<file path="src/rtl/alu_result_stage.sv">
// ----------------------------------------------------------------------------
// alu_result_stage
//
// This is the registered result and flag stage that sits after the 16-bit ALU.
// It captures each ALU result together with its opcode, destination index and
// carry/overflow/sign bits. Captured entries wait in a 2-entry skid buffer.
// The head entry drives the register-file writeback port. When an ADD or SUB
// commits, the stage also updates the architectural flags {Z, C, V, S} and a
// saturating overflow-event counter.
//
// Ports
//   clk, rst_n        clock (rising edge) and asynchronous active-low reset
//   in_valid/in_ready upstream handshake; in_ready is a register output
//   in_opcode, in_rd  opcode and destination register of the ALU result
//   in_result         16-bit ALU result
//   in_carry, in_overflow, in_sign   ALU status bits
//   out_valid/out_ready   writeback handshake
//   wb_data, wb_rd, wb_we writeback payload; wb_we is low for NOP
//   flags_clr         synchronous clear of the flags register
//   flags             {Z, C, V, S}
//   ovf_count         saturating count of committed overflowing ADD/SUB
// ----------------------------------------------------------------------------
module alu_result_stage (
    input  logic        clk,
    input  logic        rst_n,
    input  logic        in_valid,
    output logic        in_ready,
    input  logic [3:0]  in_opcode,
    input  logic [2:0]  in_rd,
    input  logic [15:0] in_result,
    input  logic        in_carry,
    input  logic        in_overflow,
    input  logic        in_sign,
    output logic        out_valid,
    input  logic        out_ready,
    output logic [15:0] wb_data,
    output logic [2:0]  wb_rd,
    output logic        wb_we,
    input  logic        flags_clr,
    output logic [3:0]  flags,
    output logic [7:0]  ovf_count
);

    localparam logic [3:0] OP_NOP = 4'h0;
    localparam logic [3:0] OP_ADD = 4'h4;
    localparam logic [3:0] OP_SUB = 4'h5;

    typedef struct packed {
        logic [3:0]  opcode;
        logic [2:0]  rd;
        logic [15:0] result;
        logic        z;
        logic        c;
        logic        v;
        logic        s;
    } entry_t;

    typedef enum logic [1:0] {
        S_EMPTY = 2'd0,
        S_ONE   = 2'd1,
        S_TWO   = 2'd2
    } state_t;

    state_t      r_state;
    entry_t      r_head;
    entry_t      r_skid;
    logic        r_in_ready;
    logic        r_out_valid;
    logic [3:0]  r_flags;
    logic [7:0]  r_ovf_count;

    entry_t      w_in_entry;
    logic        w_accept;
    logic        w_commit;
    logic        w_head_addsub;

    // Z is computed once, at capture. This keeps the compare off the writeback path.
    always_comb begin
        w_in_entry.opcode = in_opcode;
        w_in_entry.rd     = in_rd;
        w_in_entry.result = in_result;
        w_in_entry.z      = (in_result == 16'h0000);
        w_in_entry.c      = in_carry;
        w_in_entry.v      = in_overflow;
        w_in_entry.s      = in_sign;
    end

    assign w_accept      = in_valid & r_in_ready;
    assign w_commit      = r_out_valid & out_ready;
    assign w_head_addsub = (r_head.opcode == OP_ADD) || (r_head.opcode == OP_SUB);

    // Buffer FSM. in_ready and out_valid are registered alongside the state.
    // They therefore always equal (state != TWO) and (state != EMPTY).
    // There is no combinational path from out_ready to in_ready.
    always_ff @(posedge clk or negedge rst_n) begin
        if (!rst_n) begin
            r_state     <= S_EMPTY;
            r_head      <= '0;
            r_skid      <= '0;
            r_in_ready  <= 1'b1;
            r_out_valid <= 1'b0;
        end else begin
            case (r_state)
                S_EMPTY: begin
                    if (w_accept) begin
                        r_head      <= w_in_entry;
                        r_state     <= S_ONE;
                        r_out_valid <= 1'b1;
                        r_in_ready  <= 1'b1;
                    end
                end
                S_ONE: begin
                    if (w_accept && !w_commit) begin
                        // The consumer stalled, so the new entry is parked behind the head.
                        r_skid     <= w_in_entry;
                        r_state    <= S_TWO;
                        r_in_ready <= 1'b0;
                    end else if (!w_accept && w_commit) begin
                        r_state     <= S_EMPTY;
                        r_out_valid <= 1'b0;
                    end else if (w_accept && w_commit) begin
                        r_head <= w_in_entry;
                    end
                end
                S_TWO: begin
                    // in_ready is low here, so the only event that can occur is a commit.
                    if (w_commit) begin
                        r_head     <= r_skid;
                        r_state    <= S_ONE;
                        r_in_ready <= 1'b1;
                    end
                end
                default: begin
                    r_state     <= S_EMPTY;
                    r_in_ready  <= 1'b1;
                    r_out_valid <= 1'b0;
                end
            endcase
        end
    end

    // An ADD/SUB commit takes priority over flags_clr in the same cycle.
    always_ff @(posedge clk or negedge rst_n) begin
        if (!rst_n) begin
            r_flags <= 4'b0000;
        end else if (w_commit && w_head_addsub) begin
            r_flags <= {r_head.z, r_head.c, r_head.v, r_head.s};
        end else if (flags_clr) begin
            r_flags <= 4'b0000;
        end
    end

    // Counts overflowing ADD/SUB commits. It sticks at 8'hFF and is not affected by flags_clr.
    always_ff @(posedge clk or negedge rst_n) begin
        if (!rst_n) begin
            r_ovf_count <= 8'h00;
        end else if (w_commit && w_head_addsub && r_head.v && (r_ovf_count != 8'hFF)) begin
            r_ovf_count <= r_ovf_count + 8'd1;
        end
    end

    assign in_ready  = r_in_ready;
    assign out_valid = r_out_valid;
    assign wb_data   = r_head.result;
    assign wb_rd     = r_head.rd;
    assign wb_we     = r_out_valid & (r_head.opcode != OP_NOP);
    assign flags     = r_flags;
    assign ovf_count = r_ovf_count;

endmodule
</file>
<file path="config.mk">
export PLATFORM = sky130hd
export DESIGN_NAME = alu_result_stage
export DESIGN_NICKNAME = d
export VERILOG_FILES = /design/src/rtl/alu_result_stage.sv
export SDC_FILE = /design/constraint.sdc
export NUM_CORES = 1
export LEC_CHECK = 0
export BUFFER_PORTS_ARGS = -buffer_cell sky130_fd_sc_hd__buf_2
export CAP_MARGIN = 20
export CORE_MARGIN = 2
export CORE_UTILIZATION = 55
export CTS_CLUSTER_SIZE = 10
export DETAILED_ROUTE_END_ITERATION = 6
export GPL_TIMING_DRIVEN = 0
export PLACE_DENSITY = 0.81
export REMOVE_ABC_BUFFERS = 1
export SLEW_MARGIN = 40
export SYNTH_ARGS = -nofsm -noshare
export SYNTH_HDL_FRONTEND = slang
export SYNTH_SLANG_ARGS = --single-unit
</file>
<file path="constraint.sdc">
create_clock -name clk -period 2.04 [get_ports clk]
set_input_delay 0.102 -clock clk [delete_from_list [all_inputs] [get_ports clk]]
set_output_delay 0.102 -clock clk [all_outputs]
set_load 0.01 [all_outputs]
</file>
==> metrics.cfg <==
[status]
status=completed

[setup_path]
cpPeakStageDelay_ns=0.55
worstReg2RegStart=in_ready
critPathBufInv=3
path_cells=nand2_1 -> inv_1 -> ha_1 -> nand3b_1 -> buf_8 -> buf_4 -> mux2_2
slowest_stage=dfstp_2
r2r-end=r_skid[15]
critPathKind=register to register
rrSetupSlack_ns=0.13
cp-end-kind=register
worstPathArrival_ns=2.14
cp-start-kind=register
cp_max_fo=12
r2r_cells=7
crit_family=flip-flops
required_ns=2.27

[clock_tree]
worstSkewPairLatency_ns=0.34
cts_root_buf=clkbuf_8
clk_pin_slew_ns=0.07
tritoncts=yes
h-tree-depth=3
cts_buffer_depth=2
cts.sink_count=70
numCtsBuffers=9

[route]
totalWireLength_um=6120
first_iter_violations=71
drt_pass1_iterations=4
drc_errors=0
vias=2215
via_per_inst=5.31
drt.antenna.violating_nets=0
wl_per_cell_um=14.7

[pwr]
leakagePower_nw=1.97
cellPowerDensity_nw_per_um2=641
finalPower_mw=2.49
ir_drop_v=0.000572

[yosys]
yosys_warnings=0
syn_avg_cell_area_um2=11.7
syn_inst=279
syn_area_um2=3270
ys_ff_latch=70
yosysUniqueCellTypes=35
synth-seq-area-share_pct=53.6

[final_layout]
drive_gt1_share_pct=37.4
utilization_pct=66.8
final_nets=372
final_common_cell=dfrtp_1
areaGrowthSynthToFinish_pct=18.7
multiInputGateArea_um2=1310
num-fill-cells=474
antenna-diode-count=0
regArea_um2=1750
layout_common_cells=dfrtp_1 (69), buf_2 (63), nor2_1 (30), a21oi_1 (29), mux2_2 (27)

[timing]
hold_viol=0
tightest_slew_ns=0.370
fmax_ghz=0.524
finalCritPeriodShare_pct=93.6
finalMaxSlewViolations=0
clock_skew_ns=0.00798
fin_tns_setup_ns=0
min_period_ns=1.91
max-slew-margin-rel_pct=75.3
setup_viol=0

[floorplan]
core-area_um2=5820
rows=28
dieWidth_um=81.1
chipHeight_um=81.1
dieArea_um2=6580
num_io_pins=65
floorplan.initialDensity_pct=56.2

[global_route]
grt_use_total_pct=20.4
antenna_found_initial=0
grt_pass1_wl_um=10200
gr-total-overflow=0
grt_pass1_vias=2202
grt_max_degree=50

[hold_path]
hold_start=in_opcode[3]
holdPathStages=2
hold_path_class=input pin to register
holdPathEnd=r_skid[26]

[place]
port_buffers=64
routabilityCongestion=0.753
dp.final_hpwl_um=4240

[flow_run]
drv_cap=0

worst reg2reg max path: stages, from the launching register on:
cell and delay, ns:
dfstp_2 0.55, nand2_1 0.09, inv_1 0.09, ha_1 0.22
nand3b_1 0.16, buf_8 0.20, buf_4 0.19, mux2_2 0.29
report_power, final:
group	switching, mW	total [mW]	internal [mW]
clock network	0.528	0.997	0.470
logic	0.0613	0.107	0.0461
registers	0	1.39	1.39
total	0.589	2.49	1.90
synthesized netlist by cell type (all sizes together):
cell type | count | area, µm²
a21oi | 29 | 145
buf | 31 | 218
dfrtp | 69 | 1730
dfstp | 1 | 26.3
ha | 4 | 50.1
inv | 7 | 26.3
mux2 | 27 | 304
mux2i | 26 | 260
nand2 | 7 | 28.8
nand2b | 1 | 6.26
nand3 | 4 | 20.0
nand3b | 5 | 37.5
nand4 | 4 | 40.0
nand4b | 1 | 8.76
nand4bb | 2 | 22.5
nor2 | 31 | 119
nor2b | 1 | 6.26
nor3 | 1 | 5.00
nor3b | 2 | 15.0
nor4 | 6 | 50.0
nor4b | 1 | 15.0
o211ai | 2 | 20.0
o21a | 3 | 22.5
o21ai | 6 | 30.0
o22ai | 1 | 6.26
xnor2 | 1 | 8.76
xor2 | 6 | 52.6
layout make-up:
| type | count | share of cell area [%] |
|---|---|---|
| clock buffer | 10 | 3.54 |
| clock inverter | 6 | 0.966 |
| inverter | 7 | 0.677 |
| multi-input combinational | 171 | 33.6 |
| sequential | 70 | 45.1 |
| tap | 75 | 2.42 |
| timing repair buffer | 78 | 13.6 |
per-layer routing:
metal	GRT usage, %	wire (µm)
met4	8.14	90
met5	0	0
met1	26.8	2750
met2	32.8	2960
met3	4.89	313
state kept, by name (all words and copies together), names as in the netlist:
name       count
r_state        2
r_head         8
out_valid      1
flags          4
in_ready       1
r_skid        27
wb_rd          3
ovf_count      8
wb_data       16
worst max-delay path by stage:
stage / from / end / slack [ns] / cells past startpoint
2_1_floorplan: r_state[0] / r_head[0] / -0.74 / 3
3_3_place_gp: r_state[1] / r_head[23] / -1.56 / 3
3_5_place_dp: in_ready / r_skid[15] / -0.19 / 7
4_1_cts: in_ready / r_skid[15] / 0.11 / 7
5_1_grt: out_valid / r_head[0] / -0.002 / 9
6_report: in_ready / r_skid[15] / 0.13 / 7
timing repair:
item | CTS | global route
hold buffers | 4 | 0
setup endpoints to repair | 12 | 8
gates resized for setup | 0 | 2
hold endpoints to repair | 73 | 0
pin swaps | 1 | 0
buffers inserted | 3 | 0
through the flow:
step	std cells	hold slack, ns	area, µm²	setup WS (ns)
after floorplan	248	-0.194	3050	-0.738
after global placement	387	0.351	3470	-1.56
after detailed placement	394	-0.0301	3610	-0.185
after CTS	417	0.00230	3860	0.108
after global routing	417	0.0129	3880	-0.00226
final	417	0.0110	3880	0.130
logic make-up (layout without fill, tap and decap cells):
group	after synthesis	in the layout	synth area share [%]
fa+ha+maj	4	4	1.53
simple gates	66	66	11.4
compound gates	41	41	6.85
buf+inv	38	101	7.46
xor+xnor	7	7	1.87
mux	53	53	17.3
flops	70	70	53.6
No activity file was read; power rests on OpenSTA's default activity.
